$ cat src/rtl/gold_nic_pkg.sv
// Shared constants for the gold_nic processor/router network interface.
// Address codes select one of four registers in the processor window.
package gold_nic_pkg;

    localparam int DW     = 64;
    localparam int VC_BIT = 63;

    typedef enum logic [1:0] {
        ADDR_IN_DATA  = 2'b00,
        ADDR_IN_STAT  = 2'b01,
        ADDR_OUT_DATA = 2'b10,
        ADDR_OUT_STAT = 2'b11
    } nic_addr_e;

endpackage

$ cat src/rtl/nic_buf.sv
// Single-entry packet buffer with a full flag. The caller must only assert load
// while empty and unload while full; data is kept after unload.
module nic_buf #(
    parameter int W = 64
) (
    input  logic         clk,
    input  logic         reset,
    input  logic         load,
    input  logic [W-1:0] load_data,
    input  logic         unload,
    output logic         full,
    output logic [W-1:0] data
);

    logic         full_d, full_q;
    logic [W-1:0] data_d, data_q;

    // NOTE: hold-value defaults first so no path through this block infers a latch.
    always_comb begin
        full_d = full_q;
        data_d = data_q;
        if (unload) begin
            full_d = 1'b0;
        end
        if (load) begin
            full_d = 1'b1;
            data_d = load_data;
        end
    end

    // NOTE: non-blocking assignments so every flop samples pre-edge values.
    // The data register is reset too, so a discarded packet never reappears on reads.
    always_ff @(posedge clk or negedge reset) begin
        if (!reset) begin
            full_q <= 1'b0;
            data_q <= '0;
        end else begin
            full_q <= full_d;
            data_q <= data_d;
        end
    end

    assign full = full_q;
    assign data = data_q;

endmodule

$ cat src/rtl/gold_nic.sv
// Network interface between a processing element and a ring router PE port:
// register window, one ejection buffer and one polarity-gated injection buffer.
module gold_nic
    import gold_nic_pkg::*;
#(
    parameter int DW     = gold_nic_pkg::DW,
    parameter int VC_BIT = gold_nic_pkg::VC_BIT
) (
    input  logic          clk,
    input  logic          reset,
    input  logic [1:0]    addr,
    input  logic [DW-1:0] d_in,
    output logic [DW-1:0] d_out,
    input  logic          nicEn,
    input  logic          nicWrEn,
    input  logic          net_si,
    output logic          net_ri,
    input  logic [DW-1:0] net_di,
    output logic          net_so,
    input  logic          net_ro,
    output logic [DW-1:0] net_do,
    input  logic          net_polarity
);

    logic          rd_en, wr_en;
    logic          in_full, out_full;
    logic [DW-1:0] in_data, out_data;
    logic          in_load, in_unload, out_load;

    assign rd_en = nicEn & ~nicWrEn;
    assign wr_en = nicEn & nicWrEn;

    // A read of an empty input buffer, or a write to a full output buffer, changes nothing.
    assign in_load   = net_si & ~in_full;
    assign in_unload = rd_en & (addr == ADDR_IN_DATA) & in_full;
    assign out_load  = wr_en & (addr == ADDR_OUT_DATA) & ~out_full;

    // Only send on the ring phase opposite to the packet's virtual-channel tag.
    assign net_so = out_full & net_ro & (out_data[VC_BIT] != net_polarity);
    assign net_ri = ~in_full;
    assign net_do = out_data;

    nic_buf #(.W(DW)) u_in_buf (
        .clk       (clk),
        .reset     (reset),
        .load      (in_load),
        .load_data (net_di),
        .unload    (in_unload),
        .full      (in_full),
        .data      (in_data)
    );

    nic_buf #(.W(DW)) u_out_buf (
        .clk       (clk),
        .reset     (reset),
        .load      (out_load),
        .load_data (d_in),
        .unload    (net_so),
        .full      (out_full),
        .data      (out_data)
    );

    always_comb begin
        d_out = '0;
        if (rd_en) begin
            case (nic_addr_e'(addr))
                ADDR_IN_DATA:  d_out = in_data;
                ADDR_IN_STAT:  d_out = {{(DW-1){1'b0}}, in_full};
                ADDR_OUT_DATA: d_out = out_data;
                ADDR_OUT_STAT: d_out = {{(DW-1){1'b0}}, out_full};
            endcase
        end
    end

endmodule

$ cat config.mk
export PLATFORM = sky130hd
export DESIGN_NAME = gold_nic
export DESIGN_NICKNAME = d
export VERILOG_FILES = /design/src/rtl/gold_nic_pkg.sv /design/src/rtl/nic_buf.sv /design/src/rtl/gold_nic.sv
export SDC_FILE = /design/constraint.sdc
export NUM_CORES = 1
export LEC_CHECK = 0
export CORE_ASPECT_RATIO = 0.75
export CORE_MARGIN = 2
export CORE_UTILIZATION = 43
export DETAILED_ROUTE_END_ITERATION = 12
export GPL_TIMING_DRIVEN = 0
export PLACE_DENSITY = 0.83
export SYNTH_ARGS = -nofsm -noshare
export SYNTH_HDL_FRONTEND = slang
export SYNTH_HIERARCHICAL = 1
export SYNTH_SLANG_ARGS = --single-unit
$ cat constraint.sdc
create_clock -name clk -period 1.7 [get_ports clk]
set_clock_uncertainty 0.15 [all_clocks]
set_input_delay 0.255 -clock clk [delete_from_list [all_inputs] [get_ports clk]]
set_output_delay 0.255 -clock clk [all_outputs]
set_load 0.02 [all_outputs]
; Word level (Yosys, flattened, before mapping)
; Cells that the tools add are included.
[classes]
add_sub_neg = 0
n_mul = 0
div = 0
n_lt_le_gt_ge = 0
eq_ne = 4
shifts = 0
muxes = 6
bitwise = 12
reduce_logical = 3
[ops]
columns = cell, n
row1 = 64-bit one-hot mux with 4 select lines, 1
row2 = 64-bit two-way mux, 1
row3 = 1-bit bitwise AND, 9
row4 = 2-bit == test (second input constant), 2
row5 = 1-bit two-way mux, 4
row6 = 2-bit nonzero test, 2
row7 = 1-bit NOT, 3
row8 = 2-bit by 1-bit == test with 1-bit output (second input constant), 1
row9 = 2-bit zero test, 1
row10 = 1-bit != test, 1
[word_totals]
register_bits = 130
latch_bits = 0
ram_bits = 0
romBits = 0
input_bits = 137
out_inout_bits = 130
word_cells = 29
n_memories = 0

; Depth between registers and ports, before layout
[depth]
word_depth = 6
mapped_depth = 7
mapped_depth_nobuf = 4

; By module
; The synthesis kept the hierarchy.
[by_module_without_submodules]
columns = module, n_inst, cells_each, area_each_um2, seq_area_each_um2
row1 = nic_buf, 2, 138, 2615.0, 1626.6
row2 = gold_nic, 1, 150, 1097.3, 0.0

; Worst setup path after synthesis
; Ideal clock, no wire load.
[synth_timing]
path_type = in2reg
startpoint = in addr[1]
endpoint = reg u_out_buf.data_q[12], in the netlist u_out_buf/data[12]
arrival_ps = 1533
path_slack_ps = -108
cell_stages = 7
path_buffers = 4
cell_sequence = buf_4 buf_2 nand4b_1 nor2_1 buf_6 buf_6 mux2_4
[synth_between]
elab_chain_cells = 3
[synth_rtl]
columns = item, line_no
row1 = start: declaration, gold_nic.sv:11  ; input logic [1:0] addr,
row2 = 2-bit == test, gold_nic.sv:36  ; assign out_load = wr_en & (addr == ADDR_OUT_DATA) & ~out_full;
row3 = 1-bit bitwise AND (2 in series), gold_nic.sv:36
row4 = named net out_load, gold_nic.sv:28  ; logic in_load, in_unload, out_load;
row5 = end signal: assignment, nic_buf.sv:39  ; data_q <= data_d;
row6 = end: declaration, nic_buf.sv:16  ; logic [W-1:0] data_d, data_q;
; The timed path passes the listed nets, and every way through them passes these cells.
; A chain may end at the register's enable or synchronous reset.

; Worst setup path in the final report
[layout_timing]
startpoint = reg u_out_buf.full_q, in the netlist u_out_buf/full
endpoint = out d_out[0]
[layout_between]
elab_chain_cells = 2
[layout_rtl]
columns = item, line_no
row1 = start: declaration, nic_buf.sv:15  ; logic full_d, full_q;
row2 = start signal: assignment, nic_buf.sv:38  ; full_q <= full_d;
row3 = 64-bit one-hot mux with 4 select lines, gold_nic.sv:66  ; case (nic_addr_e'(addr))
row4 = 64-bit two-way mux, gold_nic.sv:65  ; if (rd_en) begin
row5 = end: declaration, gold_nic.sv:13  ; output logic [DW-1:0] d_out,
; Every way passes these cells.

==> results.toml <==
[clocking]
clk_latency_ns = 0.41
cts_buffers = 17
cts_root_buffer = "clkbuf_16"
htree_num_levels = 4
cts_tree = "yes"
numClockSinks = 130
cts.reportedPaths.clkPinSlew_ns = 0.06
clk_path_buf_depth = 2

[cells_and_area]
drive_above_1_share = 0.515
syn_to_final_growth_pct = 75.1
n_antenna_cell = 0
final_area_sq_um = 11100
nNetsFinal = 875

[critical_path]
r2r-end = "u_out_buf/data[41]"
worstRegToRegCells = 5
worstPathArrival_ns = 1.58
worstPathCellList = "mux4_2 > and3b_1 > buf_6"
path_class = "reg -> out"
reg2reg_from = "u_out_buf/full"
rrSetupSlack_ns = 0.05
cp_max_fo = 2
cp_slowest_cell = "mux4_2"
crit_path_end_kind = "output pin"
max_stage_delay_ns = 0.47
crit_family = "multiplexers"
startpoint_type = "flop"
path_buf_inv = 1
worstPathRequired_ns = 1.29

[sta]
slew_violations = 0
hold_violations = 0
layout_setup_ws_ns = -0.288
worst_pin_slew_ns = 0.608
setup_viol_count_final = 60
relSlewSlack = 0.595
fin_crit_ns = 1.99
grt_setup_unrepaired = "true"
whs_ns = 0.249
fin_crit_sh = 1.17
clock.fmax_ghz = 0.503

[synthesis]
syn_avg_cell_area_sq_um = 14.9
synth_nets = 563
async_flop_share = 1.00
synth_cells = 426
synth.distinct_cells = 19
synth.most_common_cell = "dfrtp_1"
seq_area_frac_synth = 0.514
synth_top_area_share = 0.514
yosysTopAreaCell = "dfrtp_1"
synth_warnings = 6
ys.flop_type = "dfrtp_1"
synth-seq-cells = 130
synth-edff-count = 0
netlist_area_sq_um = 6330
ys_top_cells_by_area = "dfrtp_1 51%, mux2_4 23%, mux2i_1 10%"
ys_top_cells_by_count = "130 x dfrtp_1, 98 x mux2_4, 63 x mux2i_1"

[grt]
grt_pass1_wl_microns = 30200
grtUsageTotal = 0.260
antenna_found_initial = 0
grt_pass1_vias = 5352
overflow = 0
grt_max_degree = 69

[detailed_routing]
drtIter0Drc = 243
routedWlPerCell_microns = 21.2
wl_microns = 20200
final_antenna_net_count = 0
drc = 0
vias = 4786
viasPerCell = 5.03
first_pass_iters = 4

[place]
dp_hpwl_microns = 12800
gp_congestion = 0.849
pre_cts_ws_ns = -0.981
port_buffers = 266
place_area_sq_um = 9280

[floorplanning]
die_area_sq_um = 15700
rows = 38
die_y_microns = 109
dieWidth_microns = 144
core_sq_um = 14400
start_util = 0.439
io_pins = 267

[hold_path]
hold_class = "in -> async"

[power_and_ir_drop]
vdd_drop_max_mv = 0.936
pwr_density_cell_nw_per_um2 = 1570
power.leakage_nw = 4.89

[run_status]
status = "complete, but fails checks"
violations = "setup timing"

[flow_run]
cap_violations = 0
## power breakdown
part | internal, mW | switching (mW)
Clock | 2.42 | 1.37
Sequential | 4.67 | 1.44
Combinational | 4.19 | 3.35
Total | 11.3 | 6.17
## sequential cells by signal, summed over array words and instances, names as in the netlist
signal and cells:
u_out_buf/full 1, u_out_buf/data 64, u_in_buf/data 64, u_in_buf/full 1
## layout by cell type (no fill, tap or decap), drive strengths merged, types with 2 or more instances in the layout
master / n
clkdlybuf4s50: 131
a21o: 2
bufinv: 3
buf: 125
dfrtp: 130
clkinv: 4
mux2: 128
clkbuf: 23
mux2i: 63
inv: 3
nor2: 64
dlygate4sd2: 63
clkinvlp: 2
## metal layers
layer | GRT usage | routed length (microns) | vias up
li1 | - | - | 2114
met1 | 0.316 | 8310 | 2434
met2 | 0.438 | 10100 | 194
met3 | 0.0738 | 1160 | 44
met4 | 0.104 | 579 | 0
met5 | 0 | 0 | -
## stage by stage
stage	power [mW]	setup TNS, ns	std cells	utilization
2_1_floorplan	9.78	-0.141	426	-
3_3_place_gp	12.4	-725.93	892	0.642
3_5_place_dp	12.7	-119.57	893	0.644
4_1_cts	17.1	-6.22	947	0.763
5_1_grt	18.2	-4.23	951	0.769
6_report	17.4	-2.68	951	0.769
## repair_timing
item,in CTS,in global routing
cloned,10,1
hold buffers,1,0
resized for setup,664,33
pin swaps,61,9
setup endpoints to repair,195,173
endpoints found under the hold margin,62,0
buffers inserted,11,7
## cells by family (layout without fill, tap and decap cells)
logic type,Yosys count,after routing,share of synthesized area
buffers and inverters,31,356,0.0431
xor gates and xnor gates,1,1,0.00138
and+or+nand+nor,70,70,0.0492
muxes,192,192,0.390
AOI/OAI and AO/OA,2,2,0.00237
DFF,130,130,0.514
## cell type report
cell class / count / area [sq um]
plain buffers: 27 / 384
repair buffers: 294 / 3090
fillers: 867 / 3330
clock inverters: 9 / 129
well taps: 200 / 250
multi-input cells: 265 / 3490
clock buffers: 23 / 478
inverters: 3 / 11.3
flip-flops and latches: 130 / 3250
## worst max-delay path by stage
stage	startpoint	end	cells past startpoint
global placement	reset	u_in_buf/data[41]	1
global route	u_in_buf/data[0]	d_out[0]	3
CTS	u_out_buf/full	d_out[0]	3
finish	u_out_buf/full	d_out[0]	3
detailed placement	addr[1]	d_out[24]	6
floorplan	addr[1]	u_out_buf/data[12]	7
(Power assumes the default switching activity.)
